[config.mk]
export PLATFORM = sky130hd
export DESIGN_NAME = insn_encoder_loader
export DESIGN_NICKNAME = d
export VERILOG_FILES = /design/src/rtl/insn_encoder_loader.sv
export SDC_FILE = /design/constraint.sdc
export NUM_CORES = 1
export LEC_CHECK = 0
export ABC_AREA = 1
export BUFFER_PORTS_ARGS = -buffer_cell sky130_fd_sc_hd__buf_2
export CAP_MARGIN = 20
export CORE_UTILIZATION = 63
export CTS_BUF_LIST = sky130_fd_sc_hd__clkbuf_2 sky130_fd_sc_hd__clkbuf_4 sky130_fd_sc_hd__clkbuf_8
export CTS_CLUSTER_DIAMETER = 80
export DETAILED_ROUTE_END_ITERATION = 10
export HOLD_SLACK_MARGIN = 0.02
export PLACE_DENSITY = 0.87
export SETUP_SLACK_MARGIN = 0.02
export SKIP_CTS_REPAIR_TIMING = 1
export SYNTH_ARGS = -nofsm -noshare
export SYNTH_HDL_FRONTEND = slang
export SYNTH_SLANG_ARGS = --single-unit
[constraint.sdc]
create_clock -name clk -period 3.7 [get_ports clk]
set_input_delay 0.37 -clock clk [delete_from_list [all_inputs] [get_ports clk]]
set_output_delay 0.37 -clock clk [all_outputs]
set_load 0.1 [all_outputs]
[src/rtl/insn_encoder_loader.sv]
// Instruction encoder/loader: packs instruction fields into {opcode, low nibble}
// bytes, buffers them in a small FIFO and writes them sequentially into
// instruction memory while holding the CPU for the duration of the load session.
module insn_encoder_loader #(
  parameter int unsigned ADDR_W     = 8,
  parameter int unsigned FIFO_DEPTH = 4
) (
  input  logic              clk,
  input  logic              rst,
  input  logic              i_start,
  input  logic [ADDR_W-1:0] i_base_addr,
  input  logic              i_in_valid,
  output logic              o_in_ready,
  input  logic [3:0]        i_in_opcode,
  input  logic              i_in_util,
  input  logic [2:0]        i_in_reg,
  input  logic              i_in_is_imm,
  input  logic [3:0]        i_in_imm,
  input  logic              i_in_last,
  output logic              o_mem_we,
  input  logic              i_mem_ready,
  output logic [ADDR_W-1:0] o_mem_addr,
  output logic [7:0]        o_mem_wdata,
  output logic              o_cpu_hold,
  output logic              o_done,
  output logic              o_wrap_err,
  output logic [ADDR_W:0]   o_words_cnt
);

  localparam int unsigned PTR_W  = $clog2(FIFO_DEPTH);
  localparam int unsigned CNT_W  = PTR_W + 1;
  localparam int unsigned WCNT_W = ADDR_W + 1;

  // DRAIN doubles as the "last instruction seen" flag: an accept with
  // i_in_last always moves LOAD to DRAIN, where no further input is taken.
  typedef enum logic [1:0] {S_IDLE, S_LOAD, S_DRAIN, S_DONE} state_t;

  state_t            r_state;
  state_t            w_state_nxt;

  logic [7:0]        r_fifo [FIFO_DEPTH];
  logic [PTR_W-1:0]  r_wr_ptr;
  logic [PTR_W-1:0]  r_rd_ptr;
  logic [CNT_W-1:0]  r_count;

  logic              r_in_ready;
  logic              r_mem_we;
  logic [ADDR_W-1:0] r_mem_addr;
  logic [7:0]        r_mem_wdata;
  logic              r_cpu_hold;
  logic              r_done;
  logic              r_wrap_err;
  logic [ADDR_W:0]   r_words_cnt;

  logic              w_fixed_imm;
  logic [7:0]        w_enc;
  logic              w_push;
  logic              w_pop;
  logic              w_start_acc;
  logic [CNT_W-1:0]  w_cnt_after_pop;
  logic [CNT_W-1:0]  w_count_nxt;
  logic [PTR_W-1:0]  w_rd_ptr_nxt;
  logic [7:0]        w_head_nxt;

  // Opcodes 1101/1110/1111 always use the register-form low nibble.
  assign w_fixed_imm = i_in_opcode[3] & i_in_opcode[2] & (i_in_opcode[1] | i_in_opcode[0]);
  assign w_enc       = (i_in_is_imm && !w_fixed_imm) ? {i_in_opcode, i_in_imm}
                                                     : {i_in_opcode, i_in_util, i_in_reg};

  assign w_push      = i_in_valid & r_in_ready;
  assign w_pop       = r_mem_we & i_mem_ready;
  assign w_start_acc = (r_state == S_IDLE) & i_start;

  assign w_cnt_after_pop = r_count - CNT_W'(w_pop);
  assign w_count_nxt     = w_cnt_after_pop + CNT_W'(w_push);
  assign w_rd_ptr_nxt    = r_rd_ptr + PTR_W'(w_pop);
  // When the FIFO is emptied by this pop, the byte pushed now becomes the head.
  assign w_head_nxt      = (w_cnt_after_pop == '0) ? w_enc : r_fifo[w_rd_ptr_nxt];

  // State register.
  always_ff @(posedge clk) begin
    if (rst) r_state <= S_IDLE;
    else     r_state <= w_state_nxt;
  end

  // Next-state logic for the load session.
  always_comb begin
    w_state_nxt = r_state;
    unique case (r_state)
      S_IDLE:  if (i_start) w_state_nxt = S_LOAD;
      S_LOAD:  if (w_push && i_in_last) w_state_nxt = S_DRAIN;
      S_DRAIN: if (r_count == '0) w_state_nxt = S_DONE;
      S_DONE:  w_state_nxt = S_IDLE;
      default: w_state_nxt = S_IDLE;
    endcase
  end

  // FIFO storage; contents are don't-care while empty, so no reset.
  always_ff @(posedge clk) begin
    if (w_push) r_fifo[r_wr_ptr] <= w_enc;
  end

  // FIFO pointers, write-side outputs and session status registers.
  always_ff @(posedge clk) begin
    if (rst) begin
      r_wr_ptr    <= '0;
      r_rd_ptr    <= '0;
      r_count     <= '0;
      r_in_ready  <= 1'b0;
      r_mem_we    <= 1'b0;
      r_mem_addr  <= '0;
      r_mem_wdata <= '0;
      r_cpu_hold  <= 1'b0;
      r_done      <= 1'b0;
      r_wrap_err  <= 1'b0;
      r_words_cnt <= '0;
    end else begin
      r_wr_ptr   <= r_wr_ptr + PTR_W'(w_push);
      r_rd_ptr   <= w_rd_ptr_nxt;
      r_count    <= w_count_nxt;
      r_mem_we   <= (w_count_nxt != '0);
      if (w_count_nxt != '0) r_mem_wdata <= w_head_nxt;
      r_in_ready <= (w_state_nxt == S_LOAD) && (w_count_nxt < CNT_W'(FIFO_DEPTH));
      r_cpu_hold <= (w_state_nxt == S_LOAD) || (w_state_nxt == S_DRAIN);
      r_done     <= (w_state_nxt == S_DONE);
      if (w_start_acc) begin
        r_mem_addr  <= i_base_addr;
        r_words_cnt <= '0;
        r_wrap_err  <= 1'b0;
      end else if (w_pop) begin
        r_mem_addr  <= r_mem_addr + ADDR_W'(1);
        r_words_cnt <= r_words_cnt + WCNT_W'(1);
        if (r_mem_addr == '1) r_wrap_err <= 1'b1;
      end
    end
  end

  assign o_in_ready  = r_in_ready;
  assign o_mem_we    = r_mem_we;
  assign o_mem_addr  = r_mem_addr;
  assign o_mem_wdata = r_mem_wdata;
  assign o_cpu_hold  = r_cpu_hold;
  assign o_done      = r_done;
  assign o_wrap_err  = r_wrap_err;
  assign o_words_cnt = r_words_cnt;

endmodule

==> impl_metrics.env <==
export IMPL_outcome="finished, final reports clean"
export IMPL_cp_end_kind="flop"
export IMPL_core_um2=5205
export IMPL_path_clk_slew_ns=0.07
export IMPL_timing_final_crit_share_pct=67.95
export IMPL_antenna_cells=0
export IMPL_gp_congestion=0.8262
export IMPL_antenna_found_initial=0
export IMPL_ant_nets=0
export IMPL_syn_num_nets=464
export IMPL_reg2reg_from="o_mem_we"
export IMPL_worstPathArrival_ns=2.75
export IMPL_cts_tree="built"
export IMPL_pin_count=57
export IMPL_die_x_um=76.04
export IMPL_synthFlopType="dfxtp_1"
export IMPL_drc_errors=0
export IMPL_yosysWarnings=0
export IMPL_cp_common_cell="ha_1"
export IMPL_tightest_slew_ns=0.8952
export IMPL_yosysTopAreaCell="edfxtp_1"
export IMPL_internal_power_mw=1.418
export IMPL_die_h_um=76.04
export IMPL_cts_htree_levels=3
export IMPL_yosys_top_cells_count="nand2_1 (144), inv_1 (51), dfxtp_1 (39), nor2_1 (39), edfxtp_1 (32)"
export IMPL_crit_chain="nand2_4 -> inv_2 -> ha_1 -> inv_1 -> ha_1 -> ha_1 -> nor2_1 -> nand3_2 -> nand2_2 -> nor2_1 -> nand2_1 -> nand2_1"
export IMPL_fp_row_count=26
export IMPL_p_sw_share_pct=45.67
export IMPL_p_comb_share_pct=42.7
export IMPL_cp_required_ns=3.94
export IMPL_rsz0062_at_grt="no"
export IMPL_clk_path_buf_depth=2
export IMPL_synth_most_common_cell="nand2_1"
export IMPL_hp_start="i_in_opcode[0]"
export IMPL_final_hold_viol_count=0
export IMPL_clock_root_buffer="clkbuf_8"
export IMPL_numPortBuffers=56
export IMPL_fin_setup_tns_ns=0
export IMPL_max_freq_mhz=397.7
export IMPL_drt_iter0_markers=208
export IMPL_synth_area_um2=3453
export IMPL_syn_to_final_growth_pct=13.41
export IMPL_max_stage_delay_ns=0.42
export IMPL_ys_seq_elements=71
export IMPL_vias=2988
export IMPL_worstSetupStartpointType="flop"
export IMPL_synth_yosys_seq_area_share_pct=50.43
export IMPL_finalClockSkew_ns=0.006038
export IMPL_irDropWorstVdd_uv=428.1
export IMPL_crit_slowest_cell="dfxtp_1"
export IMPL_synthTopCellsByArea="edfxtp_1 (28%), dfxtp_1 (23%), nand2_1 (16%)"
export IMPL_share_clk_of_total_power_pct=20.9
export IMPL_nets=523
export IMPL_dp_hpwl_um=5196
export IMPL_initial_core_util_pct=66.35
export IMPL_grt_pass1_wl_um=12570
export IMPL_synth_edf_count=32
export IMPL_dp_cells=545
export IMPL_avgSynthCellArea_um2=8.087
export IMPL_finalPower_mw=2.609
export IMPL_wl_per_cell_um=13.20
export IMPL_yosysUniqueCellTypes=36
export IMPL_drive_gt1_share_pct=19.55
export IMPL_grt_max_degree=20
export IMPL_period_minus_slack_ns=2.514
export IMPL_power_leakage_nw=1.873
export IMPL_dr_pass1_iters=5
export IMPL_setup_viol=0
export IMPL_die_area_um2=5781
export IMPL_fin_cells=561
export IMPL_clock_latency_ns=0.34
export IMPL_cp_num_buf_inv=2
export IMPL_overflow=0
export IMPL_cts_sinks=71
export IMPL_cts_made_buffers=9
export IMPL_track_usage_pct=28.07
export IMPL_crit_type="flop to flop"
export IMPL_synth_top_area_share_pct=27.83
export IMPL_p_per_area_nw_per_um2=666.3
export IMPL_drt_wl_total_um=7405
export IMPL_crit_start="o_mem_we"
export IMPL_p_sw_mw=1.192
export IMPL_max_cap_violations=0
export IMPL_syn_inst=427
export IMPL_cp_top_family="simple AND/OR/NAND/NOR gates"
export IMPL_slew_headroom_pct=39.86
export IMPL_grt_pass1_vias=2908
export IMPL_hold_path_class="primary input to flop"
export IMPL_crit_path_max_fanout=16
export IMPL_fin_util_pct=75.24
export IMPL_via_per_inst=5.326
export IMPL_final_max_slew_viol_count=0
export IMPL_seqPwrFrac_pct=36.4
export IMPL_async_flop_share_pct=0
[kinds of logic after synthesis]
logic type                 synth area share [%]
AOI/OAI and AO/OA                         4.638
DFF                                       50.43
adders and majority gates                 3.623
buffers and inverters                     9.456
and+or+nand+nor                           31.34
xor gates and xnor gates                 0.5073
[final cells by class]
cell class / count / area [um2]
flip-flops and latches: 71 / 1742
inverters: 57 / 221.5
well taps: 70 / 87.58
clock inverters: 5 / 25.02
multi-input cells: 287 / 1385
clock buffers: 11 / 145.1
fillers: 408 / 1289
repair buffers: 60 / 310.3
[path summary, 6_finish.rpt]
check                           depth (start not counted)  slack (ns)             end
worst min-delay path                                    1        0.28    r_fifo[3][4]
worst max-delay path                                   12        1.19  o_mem_wdata[0]
worst max register to register                         12        1.19  o_mem_wdata[0]
worst min register to register                          2        0.47      o_wrap_err
[power groups by stage]
stage | clock network, mW | logic (mW) | registers [mW]
4_1_cts | 0.551 | 1.12 | 0.948
3_5_place_dp | 0 | 1.11 | 0.964
5_1_grt | 0.579 | 1.23 | 0.956
6_report | 0.546 | 1.11 | 0.949
2_1_floorplan | 0 | 0.631 | 1.29
3_3_place_gp | 0 | 1.07 | 0.962
[flip-flops by register name, indices dropped and copies added (netlist names), 2 cells and up]
| signal | flops |
|---|---|
| r_fifo | 32 |
| o_words_cnt | 9 |
| o_mem_addr | 8 |
| o_mem_wdata | 8 |
| r_count | 3 |
| r_rd_ptr | 2 |
| r_state | 2 |
| r_wr_ptr | 2 |
[layout by cell type, fill, tap and decap left out, types with 2 or more instances in the layout]
cell type	n
nand2_1	144
buf_2	56
inv_1	51
nor2_1	39
dfxtp_1	39
edfxtp_1	32
nand3_1	27
a21oi_1	13
nand4_1	10
ha_1	10
clkbuf_8	10
o21ai_0	9
nor3_1	8
inv_2	5
buf_4	4
and2_1	3
nand2_2	3
nor2_2	3
a31oi_1	3
nand2_4	2
or2_2	2
clkinv_1	2
clkinv_2	2
[per-layer routing]
metal	up-vias	wire length [um]	global-route usage [%]
met3	19	446	6.946
met2	112	3720	49.91
li1	1481	-	-
met5	-	0	0
met1	1376	3065	31.96
met4	0	172	12.31
[through the flow]
step                instance area (um2)  worst slack [ns]  hold slack (ns)
floorplan                          3453            0.8305           0.4689
global placement                   3746             1.244           0.4392
detailed placement                 3746             1.128           0.4577
CTS                                3916             1.184           0.2691
global route                       3916            0.9955           0.2686
finish                             3916             1.186           0.2809
(Power assumes the default switching activity.)
